<file path="config.mk">
export PLATFORM = sky130hd
export DESIGN_NAME = iterative_alu
export DESIGN_NICKNAME = d
export VERILOG_FILES = /design/src/rtl/iterative_alu.sv
export SDC_FILE = /design/constraint.sdc
export NUM_CORES = 1
export LEC_CHECK = 0
export BUFFER_PORTS_ARGS = -buffer_cell sky130_fd_sc_hd__buf_2
export CORE_UTILIZATION = 50
export DETAILED_ROUTE_END_ITERATION = 8
export GPL_TIMING_DRIVEN = 0
export PLACE_DENSITY = 0.7
export SKIP_CTS_REPAIR_TIMING = 1
export SLEW_MARGIN = 20
export SYNTH_ARGS = -nofsm -noshare
export SYNTH_HDL_FRONTEND = slang
export SYNTH_SLANG_ARGS = --single-unit
</file>
<file path="constraint.sdc">
create_clock -name clk -period 3.9 [get_ports clk]
set_clock_uncertainty 0.1 [all_clocks]
set_input_delay 0.195 -clock clk [delete_from_list [all_inputs] [get_ports clk]]
set_output_delay 0.195 -clock clk [all_outputs]
set_load 0.1 [all_outputs]
</file>
<file path="src/rtl/iterative_alu.sv">
// Execute-stage ALU: single-cycle logic/arithmetic ops, iterative shifts at SHIFT_STEP bits per cycle.
// Latency: 1 cycle for non-shift ops and zero shifts; 1 + ceil(shamt/SHIFT_STEP) cycles for shifts.
// Backpressure: start is accepted only while busy is low; a start seen while busy is dropped.
module iterative_alu #(
    parameter int WIDTH      = 32,
    parameter int SHAMT_W    = 5,
    parameter int SHIFT_STEP = 1
) (
    input  logic               clk,
    input  logic               rst,
    input  logic               start,
    input  logic [3:0]         alu_sel,
    input  logic [WIDTH-1:0]   a,
    input  logic [WIDTH-1:0]   b,
    output logic [WIDTH-1:0]   result,
    output logic               zf,
    output logic               cf,
    output logic               vf,
    output logic               sf,
    output logic               busy,
    output logic               done
);

    localparam logic [3:0] ALU_ADD  = 4'h0;
    localparam logic [3:0] ALU_SUB  = 4'h1;
    localparam logic [3:0] ALU_AND  = 4'h2;
    localparam logic [3:0] ALU_OR   = 4'h3;
    localparam logic [3:0] ALU_XOR  = 4'h4;
    localparam logic [3:0] ALU_SLT  = 4'h5;
    localparam logic [3:0] ALU_SLTU = 4'h6;
    localparam logic [3:0] ALU_SLL  = 4'h7;
    localparam logic [3:0] ALU_SRL  = 4'h8;
    localparam logic [3:0] ALU_SRA  = 4'h9;
    localparam logic [3:0] ALU_PASS = 4'hA;

    localparam logic [SHAMT_W-1:0] STEP = SHAMT_W'(SHIFT_STEP);

    typedef enum logic [1:0] {IDLE, SHIFT, FINISH} state_t;

    state_t               state;
    logic [3:0]           sel_q;
    logic [WIDTH-1:0]     work;
    logic [SHAMT_W-1:0]   count;

    logic [WIDTH-1:0]     bx;
    logic [WIDTH:0]       sum;
    logic [WIDTH-1:0]     comb_res;
    logic                 comb_cf;
    logic                 comb_vf;
    logic                 is_shift;
    logic [SHAMT_W-1:0]   shamt;
    logic [SHAMT_W-1:0]   step;
    logic [WIDTH-1:0]     work_nxt;
    logic [SHAMT_W-1:0]   count_nxt;

    // Single-cycle datapath, evaluated on the live inputs at the accepting edge.
    always_comb begin
        bx       = (alu_sel == ALU_SUB) ? ~b : b;
        sum      = {1'b0, a} + {1'b0, bx} + {{WIDTH{1'b0}}, (alu_sel == ALU_SUB)};
        comb_res = b;
        comb_cf  = 1'b0;
        comb_vf  = 1'b0;
        shamt    = b[SHAMT_W-1:0];
        is_shift = (alu_sel == ALU_SLL) || (alu_sel == ALU_SRL) || (alu_sel == ALU_SRA);
        case (alu_sel)
            ALU_ADD, ALU_SUB: begin
                comb_res = sum[WIDTH-1:0];
                comb_cf  = sum[WIDTH];
                comb_vf  = (a[WIDTH-1] == bx[WIDTH-1]) && (sum[WIDTH-1] != a[WIDTH-1]);
            end
            ALU_AND:  comb_res = a & b;
            ALU_OR:   comb_res = a | b;
            ALU_XOR:  comb_res = a ^ b;
            ALU_SLT:  comb_res = {{(WIDTH-1){1'b0}}, ($signed(a) < $signed(b))};
            ALU_SLTU: comb_res = {{(WIDTH-1){1'b0}}, (a < b)};
            ALU_SLL, ALU_SRL, ALU_SRA: comb_res = a;   // only reached with shamt == 0
            ALU_PASS: comb_res = b;
            default:  comb_res = b;
        endcase
    end

    // One shift step; SRA keeps the MSB, which is the latched sign of a.
    always_comb begin
        step      = (count < STEP) ? count : STEP;
        count_nxt = count - step;
        case (sel_q)
            ALU_SLL: work_nxt = work << step;
            ALU_SRA: work_nxt = $signed(work) >>> step;
            default: work_nxt = work >> step;
        endcase
    end

    always_ff @(posedge clk or posedge rst) begin
        if (rst) begin
            state  <= IDLE;
            sel_q  <= 4'h0;
            work   <= '0;
            count  <= '0;
            result <= '0;
            zf     <= 1'b0;
            cf     <= 1'b0;
            vf     <= 1'b0;
            sf     <= 1'b0;
            busy   <= 1'b0;
            done   <= 1'b0;
        end else begin
            case (state)
                IDLE: begin
                    done <= 1'b0;
                    busy <= 1'b0;
                    if (start) begin
                        busy  <= 1'b1;
                        sel_q <= alu_sel;
                        work  <= a;
                        count <= shamt;
                        if (is_shift && (shamt != '0)) begin
                            state <= SHIFT;
                        end else begin
                            state  <= FINISH;
                            done   <= 1'b1;
                            result <= comb_res;
                            zf     <= (comb_res == '0);
                            cf     <= comb_cf;
                            vf     <= comb_vf;
                            sf     <= comb_res[WIDTH-1];
                        end
                    end
                end
                SHIFT: begin
                    work  <= work_nxt;
                    count <= count_nxt;
                    if (count_nxt == '0) begin
                        state  <= FINISH;
                        done   <= 1'b1;
                        result <= work_nxt;
                        zf     <= (work_nxt == '0);
                        cf     <= 1'b0;
                        vf     <= 1'b0;
                        sf     <= work_nxt[WIDTH-1];
                    end
                end
                FINISH: begin
                    state <= IDLE;
                    busy  <= 1'b0;
                    done  <= 1'b0;
                end
                default: begin
                    state <= IDLE;
                    busy  <= 1'b0;
                    done  <= 1'b0;
                end
            endcase
        end
    end

endmodule

</file>
# Word level (Yosys, flattened, before mapping)
# Cells that the tools add are included.
[totals] out_inout_bits=38 latch_bits=0 reg_bits=81 wordCells=97 romBits=0 inputBits=71 n_memories=0 ramBits=0
[op_classes] muxes=39 n_div=0 add_sub_neg=3 mul=0 n_lt_le_gt_ge=3 bitwise=4 n_reduce_logical=17 n_shift=3 n_eq_ne=17
[op_table] cell="case mux 32 bit (7 select lines)" count=1
[op_table] cell="case mux 32 bit (2 select lines)" count=3
[op_table] cell="two-way mux 32 bit" count=5
[op_table] cell="logical NOT 32 bit" count=2
[op_table] cell="less-than comparator 32 bit" count=2
[op_table] cell="adder 32 x 32 -> 33 bit" count=1
[op_table] cell="adder 33 x 1 -> 33 bit" count=1
[op_table] cell="AND 32 bit" count=1
[op_table] cell="inverter 32 bit" count=1
[op_table] cell="OR 32 bit" count=1
[op_table] cell="<< shifter 32 x 5 -> 32 bit" count=1
[op_table] cell="right shift 32 x 5 -> 32 bit" count=1
[op_table] cell=">>> shifter 32 x 5 -> 32 bit" count=1
[op_table] cell="XOR 32 bit" count=1
[op_table] cell="equality test 4 x 3 -> 1 bit (second input constant)" count=5
[op_table] cell="two-way mux 1 bit" count=17
[op_table] cell="equality test 4 bit (second input constant)" count=3
[op_table] cell="case mux 1 bit (2 select lines)" count=6
[op_table] cell="two-way mux 5 bit" count=2
[op_table] cell="case mux 5 bit (2 select lines)" count=1
[op_table] cell="equality test 4 x 2 -> 1 bit (second input constant)" count=2
[op_table] cell="two-way mux 2 bit" count=3
[op_table] cell="inequality test 2 bit (second input constant)" count=3
[op_table] cell="AND reduction 2 bit" count=3
[op_table] cell="17 further kinds" count=19

# Logic depth before layout (Yosys ltp)
# Gate-level depths: netlist of the first run.
[logic_depth] ltp_word=10 depth_mapped=18 ltp_nobuf=15

# Worst setup path before layout of the first run
# No wires, ideal clock.
[synth_path] path_type="input-to-reg" start="input port alu_sel[3]" end="register result[30]" n_path_buf=3 setup_ns=0.104 required_time_ns=3.696 arrival_ns=3.789 slack_ns=-0.093 cell_stages=17 cell_sequence="buf_4 nor4b_2 buf_6 clkbuf_1 mux2i_1 fa_1 nand3b_1 a21oi_1 o211ai_1 a21oi_1 o21bai_2 a211o_1 a31oi_1 a221oi_1 xnor2_1 o21ba_2 o311ai_1"
[synth_via] elab_chain_len=8 elab_cells_between_ends=24 cone_classes="2 x add/sub; 10 x eq/ne; 5 x mux; 7 x reduce/logical"
[synth_lines] element="start: declaration" line_no="12" text="input logic [3:0] alu_sel,"
[synth_lines] element="equality test 4 x 1 -> 1 bit" line_no="58, 59, 65"
[synth_lines] element="two-way mux 32 bit" line_no="58" text="bx = (alu_sel == ALU_SUB) ? ~b : b;"
[synth_lines] element="adder 32 x 32 -> 33 bit" line_no="59" text="sum = {1'b0, a} + {1'b0, bx} + {{WIDTH{1'b0}}, (alu_sel == ALU_SUB)};"
[synth_lines] element="adder 33 x 1 -> 33 bit" line_no="59"
[synth_lines] element="case mux 32 bit (7 select lines)" line_no="65" text="case (alu_sel)"
[synth_lines] element="two-way mux 32 bit" line_no="116" text="if (is_shift && (shamt != '0)) begin"
[synth_lines] element="two-way mux 32 bit" line_no="111" text="if (start) begin"
[synth_lines] element="case mux 32 bit (2 select lines)" line_no="107" text="case (state)"
[synth_lines] element="end signal: assignment" line_no="121" text="result <= comb_res;"
[synth_lines] element="end signal: assignment" line_no="135" text="result <= work_nxt;"
[synth_lines] element="end: declaration" line_no="15" text="output logic [WIDTH-1:0] result,"
# Several ways; a longest one is shown, not always the timed one. The select of a mux whose other input is x is not followed.
# A chain may end at the register's enable or synchronous reset.

# Worst setup path after layout of the first run
[layout_path] start="input port alu_sel[1]" end="register zf"
[layout_via] elab_chain_len=9 elab_cells_between_ends=25 cone_classes="2 x add/sub; 10 x eq/ne; 5 x mux; 8 x reduce/logical"
[layout_lines] element="equality test 4 x 1 -> 1 bit" line_no="58, 59, 65"
[layout_lines] element="two-way mux 32 bit" line_no="58"
[layout_lines] element="adder 32 x 32 -> 33 bit" line_no="59"
[layout_lines] element="adder 33 x 1 -> 33 bit" line_no="59"
[layout_lines] element="case mux 32 bit (7 select lines)" line_no="65"
[layout_lines] element="logical NOT 32 bit" line_no="122" text="zf <= (comb_res == '0);"
[layout_lines] element="two-way mux 1 bit" line_no="116"
[layout_lines] element="two-way mux 1 bit" line_no="111"
[layout_lines] element="case mux 1 bit (2 select lines)" line_no="107"
[layout_lines] element="end signal: assignment" line_no="122"
[layout_lines] element="end signal: assignment" line_no="136" text="zf <= (work_nxt == '0);"
[layout_lines] element="end: declaration" line_no="16" text="output logic zf,"
# Several ways; a longest one is shown, not always the timed one. The select of a mux whose other input is x is not followed.

==> flow_summary_export.csv, run 1 <==
group,metric,value,unit
run_status,outcome,"finished with violations",
run_status,violations,"negative setup slack",
run,cap_violations,0,
cells_and_area,synthToLayoutAreaGrowth,14.2,%
clock_network,clock_latency,0.34,ns
critical_path,path_cells,"buf_2 -> nor4b_4 -> buf_6 -> buf_8 -> mux2i_1 -> fa_2 -> nand3b_1 -> a21oi_2 -> o211ai_1 -> a21oi_2 -> o21bai_4 -> a21bo_2 -> and3b_1 -> o31ai_1 -> a2111oi_4 -> nand4_1 -> o21ai_1",
cells_and_area,nNetsFinal,1694,
clock_network,clockRootBuffer,"clkbuf_16",
global_routing,grt_max_degree,52,
synthesis,synthCells,1366,
global_routing,antenna_found_initial,0,
synthesis,synth_seq_area_share,0.195,
routing,drc_errors,0,
timing,hold_viol,0,
power_and_ir_drop,power.density,562,nW/µm²
timing,tightest_slew,1.12,ns
global_routing,grt_use_total,0.383,
critical_path,startpoint_type,"input pin",
timing,min_period,3.98,ns
global_routing,top_usage_layer,"met2",
power_and_ir_drop,leakage,0.00519,µW
timing,setup_viol,1,
critical_path,ff2ff_path_depth,9,
timing,final.setup.worst_slack,-0.0794,ns
critical_path,crit_path_end_kind,"flop",
power_and_ir_drop,ir_worst_vdd,0.438,mV
die,std_cell_rows,51,
critical_path,critPathMostFrequentCell,"a21oi_2",
synthesis,ys_async_sr_fraction,1.00,
power_and_ir_drop,pwr-share-clk,0.122,
routing,antenna_left,0,
die,die_w,145,µm
critical_path,slowest_delay,0.70,ns
die,die_h,145,µm
cells_and_area,fill_cells,1920,
routing,wirelength,41100,µm
clock_network,clkSinkCount,80,
routing,wl_per_cell,23.4,µm
power_and_ir_drop,power.internal,2690,µW
die,core_area,19800,µm²
synthesis,ys_ff_latch,80,
power_and_ir_drop,combPwrFrac,0.617,
synthesis,yosys_warnings,0,
worst_hold_path,holdPathStages,3,
cells_and_area,final_common_cell,"nand2_1",
critical_path,cpMaxStageDelayCell,"o31ai_1",
cells_and_area,drive_gt1_frac,0.133,
global_routing,gr-total-overflow,0,
die,initial_core_util,0.518,
clock_network,cts_tree,"done",
die,ioPinCount,109,
synthesis,syn_nets,1575,
synthesis,synthDistinctLibCells,86,
clock_network,clk_path_buf_depth,2,
placement,hpwl,32100,µm
power_and_ir_drop,seqPwrFrac,0.261,
synthesis,syn_area,10200,µm²
placement,dp_slack,-1.28,ns
global_routing,grt_use_met3,0.0465,
critical_path,arrival,4.10,ns
critical_path,crit_type,"in -> reg",
timing,finalSetupTns,-0.0794,ns
clock_network,numCtsBuffers,9,
routing,drt-initial-drc-count,1274,
cells_and_area,layout_common_cells,"176 x nand2_1, 134 x ha_1, 109 x nor2_1, 109 x buf_2, 101 x o21ai_0",
placement,globalplace.congestion,1.03,
routing,vias,11483,
worst_hold_path,hold_path.class,"in -> reg",
cells_and_area,final_core_util,0.591,
routing,vias_per_cell,6.54,
power_and_ir_drop,p_sw_frac,0.591,
clock_network,clk_pin_slew_worst_paths,0.07,ns
global_routing,gr-usage-met2,0.602,
placement,portBuffers,106,
clock_network,ctsHtreeMaxLevel,3,
die,die_area,21100,µm²
global_routing,grt_pass1_wl,62600,µm
cells_and_area,diodes,0,
power_and_ir_drop,netSwitchingPower,3880,µW
synthesis,synth-edff-count,0,
global_routing,grt_pass1_vias,10680,
timing,post-route-period-util,1.02,
timing,drv_slew,0,
routing,drt_first_pass_iters,5,
critical_path,required,4.02,ns
global_routing,met1_usage,0.522,
synthesis,syn_area_per_cell,7.50,µm²
synthesis,synth_flop_cell,"dfrtp_1",
timing,fmax,0.251,GHz
critical_path,crit_fanout,10,
timing,max_slew_margin,0.253,
-- routing by layer --
metal / share of wire / routed length [µm] / vias to the layer above
li1: - / - / 5229
met1: 0.41 / 16900 / 5420
met2: 0.44 / 18200 / 713
met3: 0.10 / 4190 / 121
met4: 0.046 / 1900 / 0
met5: 0 / 0 / -
-- synthesized netlist by cell type (all sizes together) (16+ instances only) --
cell type  instances  area share
ha               137        0.17
a31oi             24       0.015
nor2             110       0.040
o21ai            107       0.053
nor3              20      0.0098
nand3             32       0.016
xnor2             41       0.035
o22ai             21       0.013
inv               90       0.033
dfrtp             80        0.20
a21oi             98       0.048
nand2            176       0.064
a22oi             16       0.012
o211ai            21       0.015
a211oi            17       0.012
clkbuf            77       0.028
-- final cells by class --
| type | count | area, µm² | area share |
|---|---|---|---|
| multi-input cells | 1107 | 7780 | 0.666 |
| flip-flops and latches | 80 | 2000 | 0.171 |
| repair buffers | 110 | 583 | 0.0499 |
| plain buffers | 85 | 373 | 0.0319 |
| inverters | 92 | 348 | 0.0297 |
| well taps | 265 | 332 | 0.0284 |
| clock buffers | 9 | 225 | 0.0193 |
| clock inverters | 7 | 47.5 | 0.00407 |
-- registers in the layout (all words and copies together), names as in the netlist --
name    count
result     32
work       32
busy        1
cf          1
vf          1
count       5
sel_q       4
state       2
done        1
zf          1
-- worst max-delay path, delay by kind of cell --
kind / cells / cell delay (ns)
AOI/OAI and AO/OA: 8 / 2.00
adders and majority gates: 1 / 0.40
buffers and inverters: 3 / 0.52
and+or+nand+nor: 4 / 0.84
muxes: 1 / 0.13
-- stage by stage --
step | total power [µW] | area, µm² | hold slack (ns) | cells
2_1_floorplan | 4530 | 10200 | 0.266 | 1366
3_3_place_gp | 5570 | 11100 | 0.346 | 1737
3_5_place_dp | 5620 | 11200 | 0.128 | 1738
4_1_cts | 6420 | 11400 | -0.235 | 1754
5_1_grt | 6890 | 11700 | 0.111 | 1755
6_report | 6570 | 11700 | 0.0804 | 1755
-- power by group through the flow --
stage                     registers [µW]  clock network (µW)  logic [µW]
final                               1710                 802        4050
after detailed placement            1700                   0        3920
after global routing                1750                 835        4300
after floorplan                     2770                   0        1760
after global placement              1700                   0        3880
after CTS                           1690                 807        3930
-- final timing paths --
| path | start | end | slack [ns] |
|---|---|---|---|
| worst max-delay path | alu_sel[1] | zf | -0.08 |
| worst min-delay path | start | done | 0.08 |
| worst max register to register | state[1] | zf | 0.21 |
| worst min register to register | result[2] | result[2] | 0.36 |
| max in group asynchronous | rst | work[25] | 2.80 |
| min in group asynchronous | rst | state[1] | 0.29 |
-- logic make-up after synthesis --
logic type,after synthesis,share of synthesized area
compound gates,467,0.308
xor+xnor,47,0.0402
fa+ha+maj,138,0.169
buf+inv,179,0.0682
flops,80,0.195
mux,16,0.0162
simple gates,439,0.203
Power figures use the tool's default switching activity.
==> inputs of run 2 (changes only) <==
Settings changed: ABC_AREA set to 1.
==> run 2 against run 1 <==
Synthesized area up 0.75%. Final cell count up 12%. Non-clock buffer count down 23. Largest cell class unchanged. Largest power group unchanged. Highest routed layer unchanged. The flow now finishes without violations.
==> flow_summary_export.csv, run 2 <==
group,metric,value,unit
synthesis,syn_area,10300,µm²
critical_path,crit_fanout,10,
cells_and_area,reg_top3,"result: 32 flops, work: 32 flops, count: 5 flops",
synthesis,synthMostInstantiatedCell,"nand2_1",
timing,tightest_slew,0.734,ns
die,die_w,146,µm
critical_path,ff2ff_path_depth,10,
worst_hold_path,hold_end,"state[0]",
placement,globalplace.congestion,1.00,
routing,wl_per_cell,19.7,µm
clock_network,ctsHtreeMaxLevel,3,
global_routing,grt_pass1_wl,60500,µm
clock_network,numCtsBuffers,9,
synthesis,synth.top_cells.by_area,"dfrtp_1 19%, ha_1 17%, nand2_1 14%",
run_status,outcome,"finished clean",
critical_path,r2r-end,"zf",
routing,drc_errors,0,
timing,drv_slew,0,
timing,post-route-period-util,0.940,
critical_path,path_cells,"buf_2 -> nor2_2 -> nand2_1 -> clkbuf_2 -> xor2_1 -> ha_1 -> nand2_1 -> nor2_1 -> inv_1 -> nor2_1 -> nand3_1 -> nand3_1 -> nand2_1 -> nand3_1 -> nand2_1 -> o21ai_0 -> nand2_1 -> nor2_1 -> nand2_1 -> nor2_1 -> nand3_1 -> a21oi_1",
synthesis,yosys.area.top_type,"dfrtp_1",
synthesis,synthCells,1571,
placement,portBuffers,108,
run,cap_violations,0,
critical_path,crit_type,"in -> reg",
power_and_ir_drop,ir_worst_vdd,0.422,mV
synthesis,synth_flop_cell,"dfrtp_1",
routing,met3WireLength,3060,µm
clock_network,clk_path_buf_depth,2,
placement,hpwl,31700,µm
synthesis,syn_area_per_cell,6.57,µm²
cells_and_area,final_core_util,0.571,
die,std_cell_rows,52,
placement,place_inst,1950,
clock_network,cts_tree,"done",
clock_network,clockRootBuffer,"clkbuf_16",
global_routing,grt_max_degree,57,
timing,hold_viol,0,
clock_network,clock_latency,0.35,ns
synthesis,synth_top_area_share,0.194,
synthesis,syn_nets,1780,
routing,drt_first_pass_iters,7,
power_and_ir_drop,combPwrFrac,0.656,
die,die_area,21200,µm²
critical_path,slowest_delay,0.39,ns
global_routing,antenna_found_initial,0,
cells_and_area,layout_common_cells,"383 x nand2_1, 232 x inv_1, 137 x ha_1",
cells_and_area,final_common_cell,"nand2_1",
routing,vias_per_cell,5.83,
critical_path,critPathMostFrequentCell,"nand2_1",
global_routing,grt_use_total,0.370,
die,initial_core_util,0.510,
critical_path,crit_path_end_kind,"flop",
synthesis,synth_seq_area_share,0.194,
die,die_h,146,µm
routing,antenna_left,0,
cells_and_area,diodes,0,
timing,setup_viol,0,
worst_hold_path,hold_path.class,"in -> reg",
synthesis,synth-edff-count,0,
power_and_ir_drop,seqPwrFrac,0.217,
critical_path,startpoint_type,"input pin",
critical_path,required,4.07,ns
clock_network,clk_pin_slew_worst_paths,0.06,ns
cells_and_area,drive_gt1_frac,0.123,
global_routing,grt_pass1_vias,10980,
global_routing,gr-total-overflow,0,
die,core_area,20200,µm²
routing,vias,11477,
synthesis,synth_top_cells_by_count,"383 x nand2_1, 233 x inv_1, 137 x ha_1",
worst_hold_path,holdPathStages,3,
routing,top_layer,"met4",
cells_and_area,final_cells,1967,
timing,rsz0062_at_grt,"false",
power_and_ir_drop,power.internal,2880,µW
timing,min_period,3.67,ns
power_and_ir_drop,netSwitchingPower,3970,µW
timing,fmax,0.273,GHz
routing,dr_wl_met2,17200,µm
clock_network,clkSinkCount,80,
worst_hold_path,worstHoldStart,"start",
cells_and_area,synthToLayoutAreaGrowth,11.9,%
critical_path,cpMaxStageDelayCell,"ha_1",
routing,met1_length,16900,µm
timing,max_slew_margin,0.506,
power_and_ir_drop,pwr-share-clk,0.127,
synthesis,ys_async_sr_fraction,1.00,
synthesis,synthDistinctLibCells,52,
critical_path,arrival,3.84,ns
power_and_ir_drop,power.density,594,nW/µm²
critical_path,r2r_start,"count[2]",
power_and_ir_drop,leakage,0.00604,µW
routing,drt-initial-drc-count,1104,
synthesis,yosys_warnings,0,
critical_path,r2r_slack,1.24,ns
routing,wirelength,38800,µm
synthesis,ys_ff_latch,80,
die,ioPinCount,109,
power_and_ir_drop,p_sw_frac,0.580,
cells_and_area,nNetsFinal,1901,
## run 2: layout make-up
cell class | count | area (µm²)
clock inverters | 5 | 56.3
repair buffers | 110 | 578
plain buffers | 62 | 319
clock buffers | 11 | 243
fillers | 2083 | 8690
inverters | 238 | 896
multi-input cells | 1191 | 7110
well taps | 270 | 338
flip-flops and latches | 80 | 2000
## run 2: logic make-up (layout without fill, tap and decap cells)
group,Yosys count,count (layout),synth area share
compound gates,331,331,0.207
xor+xnor,34,34,0.0289
fa+ha+maj,138,138,0.168
buf+inv,300,426,0.117
flops,80,80,0.194
mux,1,1,0.000970
simple gates,687,687,0.284
## run 2: stage by stage
| stage | hold slack [ns] | setup TNS [ns] | setup WS (ns) | area (µm²) | power [µW] |
|---|---|---|---|---|---|
| global placement | 0.349 | -0.166 | -0.166 | 11200 | 5870 |
| floorplan | 0.237 | 0 | 0.998 | 10300 | 4790 |
| finish | 0.00511 | 0 | 0.234 | 11500 | 6850 |
| CTS | -0.272 | 0 | 0.176 | 11500 | 6790 |
| global route | 0.0231 | 0 | 0.00231 | 11500 | 7270 |
| detailed placement | 0.0960 | -0.167 | -0.167 | 11200 | 5910 |
## run 2: power groups by stage
stage	clock, µW	sequential (µW)	combinational, µW
2_1_floorplan	0	2630	2150
3_3_place_gp	0	1480	4390
3_5_place_dp	0	1480	4430
4_1_cts	873	1480	4440
5_1_grt	902	1530	4840
6_report	870	1490	4500
## run 2: worst max-delay path, delay by kind of cell
family / cells / cell delay [ns]
simple gates: 15 / 2.07
buf+inv: 3 / 0.53
compound gates: 2 / 0.43
fa+ha+maj: 1 / 0.39
xor+xnor: 1 / 0.20
## run 2: routing by layer
| layer | track usage | vias to the layer above |
|---|---|---|
| met3 | 0.0451 | 100 |
| met4 | 0.162 | 0 |
| met5 | 0 | - |
| met1 | 0.502 | 5378 |
| met2 | 0.590 | 536 |
| li1 | - | 5463 |
## run 2: worst max-delay path by stage
stage,startpoint,to,slack (ns),depth (start not counted)
after floorplan,alu_sel[3],zf,1.0,22
after global placement,alu_sel[3],zf,-0.17,22
after CTS,alu_sel[0],zf,0.18,24
after detailed placement,alu_sel[0],zf,-0.17,24
final,alu_sel[3],zf,0.23,22
after global routing,alu_sel[3],zf,0.002,22
